`src/rtl/ascon_round_counter.sv`:
```
// Round counter and round-constant source for the ASCON permutation.
// Rounds are indexed in 12-round numbering so rc_o follows from the count.
module ascon_round_counter #(
  parameter int CPT_W    = 4,
  parameter int ROUNDS_A = 12,
  parameter int ROUNDS_B = 6
) (
  input  logic             clock_i,
  input  logic             resetb_i,
  input  logic             en_i,
  input  logic             start_a_i,
  input  logic             start_b_i,
  input  logic             start_n_i,
  input  logic [CPT_W-1:0] rounds_i,
  input  logic             abort_i,
  output logic [CPT_W-1:0] cpt_o,
  output logic [7:0]       rc_o,
  output logic             busy_o,
  output logic             last_o,
  output logic             done_o,
  output logic             err_o
);

  typedef enum logic {IDLE, RUN} state_t;

  // ROUNDS_A may equal 2**CPT_W; it truncates to 0 in CPT_W bits, which
  // still gives the right start index under modular subtraction.
  localparam logic [CPT_W-1:0] RA_W     = CPT_W'(ROUNDS_A);
  localparam logic [CPT_W:0]   RA_EXT   = (CPT_W+1)'(ROUNDS_A);
  localparam logic [CPT_W-1:0] LAST_IDX = CPT_W'(ROUNDS_A - 1);
  localparam logic [CPT_W-1:0] B_START  = CPT_W'(ROUNDS_A - ROUNDS_B);

  state_t           state, state_n;
  logic [CPT_W-1:0] cpt, cpt_n;
  logic             done_n, err_n;
  logic             n_ok;

  assign n_ok = (rounds_i != '0) && ({1'b0, rounds_i} <= RA_EXT);

  always_ff @(posedge clock_i or negedge resetb_i) begin
    if (!resetb_i) begin
      state  <= IDLE;
      cpt    <= '0;
      done_o <= 1'b0;
      err_o  <= 1'b0;
    end else begin
      state  <= state_n;
      cpt    <= cpt_n;
      done_o <= done_n;
      err_o  <= err_n;
    end
  end

  // Commands are prioritised abort > start_a > start_b > start_n > en.
  always_comb begin
    state_n = state;
    cpt_n   = cpt;
    done_n  = 1'b0;
    err_n   = 1'b0;
    if (abort_i) begin
      state_n = IDLE;
      cpt_n   = '0;
    end else if (start_a_i) begin
      state_n = RUN;
      cpt_n   = '0;
    end else if (start_b_i) begin
      state_n = RUN;
      cpt_n   = B_START;
    end else if (start_n_i) begin
      if (n_ok) begin
        state_n = RUN;
        cpt_n   = RA_W - rounds_i;
      end else begin
        err_n = 1'b1;
      end
    end else if (en_i && state == RUN) begin
      if (cpt == LAST_IDX) begin
        state_n = IDLE;
        done_n  = 1'b1;
      end else begin
        cpt_n = cpt + CPT_W'(1);
      end
    end
  end

  assign cpt_o  = cpt;
  assign busy_o = (state == RUN);
  assign last_o = busy_o && (cpt == LAST_IDX);
  assign rc_o   = {4'hF - cpt[3:0], cpt[3:0]};

endmodule
```
`config.mk`:
```
export PLATFORM = sky130hd
export DESIGN_NAME = ascon_round_counter
export DESIGN_NICKNAME = d
export VERILOG_FILES = /design/src/rtl/ascon_round_counter.sv
export SDC_FILE = /design/constraint.sdc
export NUM_CORES = 1
export LEC_CHECK = 0
export ABC_AREA = 1
export BUFFER_PORTS_ARGS = -buffer_cell sky130_fd_sc_hd__buf_2
export CAP_MARGIN = 5
export CORE_AREA = 8 8 45 47
export CTS_CLUSTER_SIZE = 16
export DETAILED_ROUTE_END_ITERATION = 10
export DIE_AREA = 0 0 53 55
export PLACE_DENSITY_LB_ADDON = 0.2
export SLEW_MARGIN = 20
export SYNTH_ARGS = -nofsm -noshare
export SYNTH_HDL_FRONTEND = slang
export SYNTH_SLANG_ARGS = --single-unit
```
`constraint.sdc`:
```
create_clock -name clock_i -period 1.7 [get_ports clock_i]
set_input_delay 0.34 -clock clock_i [delete_from_list [all_inputs] [get_ports clock_i]]
set_output_delay 0.34 -clock clock_i [all_outputs]
set_load 0.02 [all_outputs]
```
==> results of run 1 <==
registers in the layout (all words and copies together), names as in the netlist:
name	cells
err_o	1
busy_o	1
done_o	1
cpt_o	4
worst max-delay path by stage:
stage,depth (start not counted),start,end,slack [ns]
5_1_grt,4,cpt_o[1]$_DFFE_PN0P_,last_o,0.03
3_3_place_gp,4,cpt_o[1]$_DFFE_PN0P_,last_o,0.35
3_5_place_dp,4,cpt_o[1]$_DFFE_PN0P_,last_o,0.32
2_1_floorplan,8,cpt_o[1]$_DFFE_PN0P_,busy_o$_DFFE_PN0P_,0.21
6_report,4,cpt_o[1]$_DFFE_PN0P_,last_o,0.11
4_1_cts,4,cpt_o[1]$_DFFE_PN0P_,last_o,0.03
cell families after synthesis:
| family | after synthesis | share of synthesized area |
|---|---|---|
| simple gates | 56 | 0.455 |
| compound gates | 7 | 0.0768 |
| buf+inv | 20 | 0.145 |
| fa+ha+maj | 2 | 0.0404 |
| flops | 7 | 0.283 |
cell type report:
type	instances	area, sq um	area share
well taps	16	20.0	0.0257
flip-flops and latches	7	178	0.228
multi-input cells	65	354	0.455
clock buffers	4	26.3	0.0338
repair buffers	27	140	0.180
inverters	16	60.1	0.0772
power by group through the flow:
stage,clock (mW),sequential (mW),combinational (mW)
after CTS,0.150,0.186,0.136
after global routing,0.161,0.188,0.150
after floorplan,0,0.196,0.0849
final,0.144,0.187,0.134
after detailed placement,0,0.189,0.134
after global placement,0,0.188,0.133
what timing repair did:
| item | in CTS | in global routing |
|---|---|---|
| gates resized for setup | 0 | 2 |
| hold buffers | 1 | 0 |
| setup endpoints to repair | 0 | 1 |
| hold endpoints to repair | 7 | 0 |
metrics by stage:
step / util / cell area [sq um]
final: 0.562 / 778
after global routing: 0.562 / 778
after CTS: 0.561 / 776
after detailed placement: 0.534 / 739
after global placement: 0.534 / 739
after floorplan: - / 619
per-layer routing:
| layer | part of all wire | wire [um] | vias to the layer above | global-route usage |
|---|---|---|---|---|
| li1 | - | - | 330 | - |
| met4 | 0.027 | 38 | 0 | 0.0776 |
| met3 | 0.090 | 127 | 4 | 0.0107 |
| met1 | 0.41 | 581 | 258 | 0.122 |
| met5 | 0 | 0 | - | 0 |
| met2 | 0.47 | 662 | 22 | 0.195 |
critical path, stage by stage, from the launching register on:
cell,delay [ns]
dfrtp_2,0.40
ha_1,0.21
nand3_2,0.11
nor2_2,0.11
buf_2,0.17
cell usage in the layout, fill, tap and decap left out:
master         netlist  final
nand2_1             30     30
buf_2                0     26
inv_1               13     13
nor2_1               6      6
nand3_1              5      5
dfrtp_1              7      5
nor2_2               4      4
nand2_2              4      4
inv_2                3      3
nand2_4              3      3
a21oi_1              3      3
clkbuf_4             0      3
nor2_4               2      2
o21ai_2              2      2
ha_1                 2      2
dfrtp_2              0      2
nand3_2              1      1
nor3_1               1      1
a21oi_2              1      1
a31oi_1              1      1
clkbuf_1             0      1
dlygate4sd3_1        0      1
==> flow_metrics.env, run 1 <==
export IMPL_seq_power_share=0.402
export IMPL_finalWorstSetupSlack_ns=0.112
export IMPL_worstMarginPinSlew_ns=0.224
export IMPL_synth_nets=105
export IMPL_nets=133
export IMPL_synth_edf_count=0
export IMPL_slew_headroom=0.851
export IMPL_switchingPower_uw=153
export IMPL_clkSinkCount=7
export IMPL_diodes=0
export IMPL_cts_tree="done"
export IMPL_r2r_slack_ns=0.42
export IMPL_clk_path_buf_depth=2
export IMPL_first_global_vias=606
export IMPL_finalPower_uw=465
export IMPL_critPathRequiredTime_ns=1.36
export IMPL_syn_area_sq_um=619
export IMPL_area_delta_synth_final_pct=25.7
export IMPL_synth_warnings=0
export IMPL_clkSlewWorstSetupHoldPaths_ns=0.05
export IMPL_yosys_top_cells_count="nand2_1 (30), inv_1 (13), dfrtp_1 (7)"
export IMPL_htreeDepth=1
export IMPL_vias_per_cell=4.55
export IMPL_outcome="finished clean"
export IMPL_hold_depth=3
export IMPL_critPathKind="flip-flop to output pin"
export IMPL_synth_ff_type="dfrtp_1"
export IMPL_clockPowerShare=0.310
export IMPL_setup_violations_final=0
export IMPL_synth_top_area_frac=0.283
export IMPL_p_int_uw=313
export IMPL_end_kind="output pin"
export IMPL_synth_most_common_cell="nand2_1"
export IMPL_rsz0062_at_grt="no"
export IMPL_initial_utilization=0.448
export IMPL_drv_cap=0
export IMPL_setup_tns_final_ns=0
export IMPL_drt_iter0_drc=4
export IMPL_core_sq_mm=0.00138
export IMPL_hold_class="input pin to flip-flop"
export IMPL_cts_setup_buffers=0
export IMPL_finalClockSkew_ns=0.000747
export IMPL_worstSkewPairLatency_ns=0.24
export IMPL_yosysTopAreaCell="dfrtp_1"
export IMPL_io_pins=27
export IMPL_via_count=614
export IMPL_synth_seq_cells=7
export IMPL_place_hpwl_um=1220
export IMPL_synth_area_top_cells="dfrtp_1 (28%), nand2_1 (18%), inv_1 (7.9%)"
export IMPL_placed_cells=130
export IMPL_fmax_mhz=630
export IMPL_period_minus_slack_ns=1.59
export IMPL_post_route_period_util=0.934
export IMPL_avgSynthCellArea_sq_um=6.73
export IMPL_post_place_ws_ns=0.315
export IMPL_hold_viol_final=0
export IMPL_die_y_um=55
export IMPL_fin_cells=135
export IMPL_wl_per_cell_um=10.5
export IMPL_grt_pass1_wl_um=2440
export IMPL_numPortBuffers=26
export IMPL_placementRows=14
export IMPL_grt_total_usage=0.110
export IMPL_die_area_sq_mm=0.00292
export IMPL_power_density_mw_per_mm2=598
export IMPL_crit_fanout=6
export IMPL_ant_nets=0
export IMPL_sw_frac_of_total=0.328
export IMPL_r2r_cells=6
export IMPL_synth_cell_types=18
export IMPL_crit_arrival_ns=1.25
export IMPL_dieWidth_um=53
export IMPL_grt_overflow=0
export IMPL_slew_violations=0
export IMPL_worstReg2RegStart="cpt_o[0]$_DFFE_PN0P_"
export IMPL_gp_congestion=0.716
export IMPL_whs_ns=0.382
export IMPL_fillers=142
export IMPL_finalWirelength_um=1410
export IMPL_r2r_end="cpt_o[1]$_DFFE_PN0P_"
export IMPL_vdd_drop_max_uv=179
export IMPL_worstHoldStart="en_i"
export IMPL_holdPathEnd="done_o$_DFF_PN0_"
export IMPL_cts_root_buf="clkbuf_4"
export IMPL_antenna_found_initial=0
export IMPL_drive_above_1_share=0.429
export IMPL_startpoint_type="flip-flop"
export IMPL_yosysSeqAreaShare=0.283
export IMPL_synthesis_instances=92
export IMPL_drtPass1Iterations=4
export IMPL_p_leak_nw=0.465
export IMPL_grt_max_degree=8
export IMPL_ys_async_sr_fraction=1.00
export IMPL_combinationalPowerShare=0.288
export IMPL_cts_buffers=3
export IMPL_drcViolationCount=0
No activity file was read; power rests on OpenSTA's default activity.
==> inputs of run 2 (changes only) <==
--- a/config.mk
+++ b/config.mk
@@ -13,6 +13,7 @@
 export DETAILED_ROUTE_END_ITERATION = 10
 export DIE_AREA = 0 0 53 55
 export PLACE_DENSITY_LB_ADDON = 0.2
+export REMOVE_ABC_BUFFERS = 1
 export SLEW_MARGIN = 20
 export SYNTH_ARGS = -nofsm -noshare
 export SYNTH_HDL_FRONTEND = slang
==> run 2 against run 1 <==
  * Critical path depth unchanged
  * Count of clock-buffer cells in the layout unchanged
  * Sequential power about the same
  * Sequential share of layout area unchanged
  * Total power up 0.30%
  * Global-route usage down 0.27 points
  * Non-clock buffer count unchanged
  * Flip-flop and latch count unchanged
  * Die area unchanged
  * First-iteration DRC count rose to 2.5 times the previous value
  * Hold slack worse by 0.011 ns
  * Final area unchanged
  * Critical endpoint unchanged
==> flow_metrics.env, run 2 (synthesis results as in run 1) <==
export IMPL_outcome="finished clean"
export IMPL_path_cells="ha_1, nand3_2, nor2_2, buf_2"
export IMPL_vias_per_cell=4.62
export IMPL_power_density_mw_per_mm2=600
export IMPL_area_delta_synth_final_pct=25.7
export IMPL_largest_register_ff_count=4
export IMPL_crit_family="flip-flops"
export IMPL_placementRows=14
export IMPL_period_minus_slack_ns=1.60
export IMPL_die_y_um=55
export IMPL_wl_per_cell_um=10.3
export IMPL_clk_path_buf_depth=2
export IMPL_setup_tns_final_ns=0
export IMPL_finalClockSkew_ns=0.000261
export IMPL_nets=133
export IMPL_finalPower_uw=467
export IMPL_grt_max_degree=8
export IMPL_critPathSlowestCell="dfrtp_2"
export IMPL_r2r_cells=6
export IMPL_initial_utilization=0.448
export IMPL_grt_total_usage=0.108
export IMPL_finalWirelength_um=1400
export IMPL_drcViolationCount=0
export IMPL_grt_pass1_wl_um=2450
export IMPL_post_route_period_util=0.939
export IMPL_placed_cells=130
export IMPL_ant_nets=0
export IMPL_antenna_found_initial=0
export IMPL_drv_cap=0
export IMPL_clkSinkCount=7
export IMPL_hold_viol_final=0
export IMPL_combinationalPowerShare=0.289
export IMPL_slew_violations=0
export IMPL_r2r_end="cpt_o[1]$_DFFE_PN0P_"
export IMPL_slew_headroom=0.838
export IMPL_endpoint="last_o"
export IMPL_critPathBufInv=1
export IMPL_rsz0062_at_grt="no"
export IMPL_gp_congestion=0.742
export IMPL_numPortBuffers=26
export IMPL_worstSkewPairLatency_ns=0.24
export IMPL_worstReg2RegStart="cpt_o[0]$_DFFE_PN0P_"
export IMPL_hold_class="input pin to flip-flop"
export IMPL_drtPass1Iterations=4
export IMPL_clockPowerShare=0.311
export IMPL_drive_above_1_share=0.429
export IMPL_crit_arrival_ns=1.26
export IMPL_cts_tree="done"
export IMPL_setup_worst_path_start="cpt_o[1]$_DFFE_PN0P_"
export IMPL_startpoint_type="flip-flop"
export IMPL_whs_ns=0.371
export IMPL_r2r_slack_ns=0.41
export IMPL_end_kind="output pin"
export IMPL_diodes=0
export IMPL_critPathKind="flip-flop to output pin"
export IMPL_setup_violations_final=0
export IMPL_vdd_drop_max_uv=191
export IMPL_p_leak_nw=0.465
export IMPL_cp_depth=4
export IMPL_critPathRequiredTime_ns=1.36
export IMPL_cts_root_buf="clkbuf_4"
export IMPL_htreeDepth=1
export IMPL_clkSlewWorstSetupHoldPaths_ns=0.05
export IMPL_finalWorstSetupSlack_ns=0.103
export IMPL_critical_path_max_stage_delay_ns=0.41
export IMPL_final_cell_mix="nand2_1 (30), buf_2 (26), inv_1 (13)"
export IMPL_seq_power_share=0.400
export IMPL_post_place_ws_ns=0.311
export IMPL_p_int_uw=313
export IMPL_io_pins=27
export IMPL_switchingPower_uw=154
export IMPL_place_hpwl_um=1200
export IMPL_die_area_sq_mm=0.00292
export IMPL_dieWidth_um=53
export IMPL_via_count=624
export IMPL_fmax_mhz=626
export IMPL_sw_frac_of_total=0.329
export IMPL_fin_cells=135
export IMPL_drt_iter0_drc=10
export IMPL_layout_commonest_cell="nand2_1"
export IMPL_cts_setup_buffers=0
export IMPL_grt_overflow=0
export IMPL_first_global_vias=619
export IMPL_crit_fanout=6
export IMPL_worstMarginPinSlew_ns=0.243
export IMPL_cts_buffers=3
export IMPL_core_sq_mm=0.00138
==> run 2: routing by layer <==
metal	wire length [um]	global-route usage
met5	0	0
met4	0	0.0517
met3	154	0.0241
met2	679	0.199
met1	562	0.113
==> run 2: per-stage QoR <==
stage | instance area, sq um | util
final | 778 | 0.562
after floorplan | 589 | -
after global placement | 739 | 0.534
after global routing | 778 | 0.562
after detailed placement | 739 | 0.534
after CTS | 776 | 0.561
==> run 2: worst min-delay path, delay by kind of cell <==
family / cells / cell delay (ns)
buf+inv: 1 / 0.10
simple gates: 2 / 0.13
==> run 2: final cells by class <==
cell class / count / area, sq um
fill: 145 / 606
clock buffer: 4 / 26.3
multi-input combinational: 65 / 354
tap: 16 / 20.0
timing repair buffer: 27 / 140
sequential: 7 / 178
inverter: 16 / 60.1
==> run 2: worst min-delay path by stage <==
stage / slack (ns) / cells after the start / startpoint / end
floorplan: 0.04 / 0 / resetb_i / busy_o$_DFFE_PN0P_
global placement: 0.17 / 1 / resetb_i / cpt_o[2]$_DFFE_PN0P_
detailed placement: 0.18 / 1 / resetb_i / cpt_o[3]$_DFFE_PN0P_
CTS: 0.36 / 3 / en_i / done_o$_DFF_PN0_
global route: 0.38 / 3 / en_i / done_o$_DFF_PN0_
finish: 0.37 / 3 / en_i / done_o$_DFF_PN0_
==> run 2: what timing repair did <==
action,CTS,global route
hold endpoints to repair,7,0
hold buffers,1,0
gates resized for setup,0,2
endpoints found under the setup margin,0,1
==> run 2: power groups by stage <==
| stage | clock, mW | combinational (mW) | sequential [mW] |
|---|---|---|---|
| CTS | 0.151 | 0.137 | 0.186 |
| global route | 0.161 | 0.150 | 0.189 |
| floorplan | 0 | 0.0700 | 0.203 |
| global placement | 0 | 0.133 | 0.188 |
| detailed placement | 0 | 0.135 | 0.189 |
| finish | 0.145 | 0.135 | 0.187 |
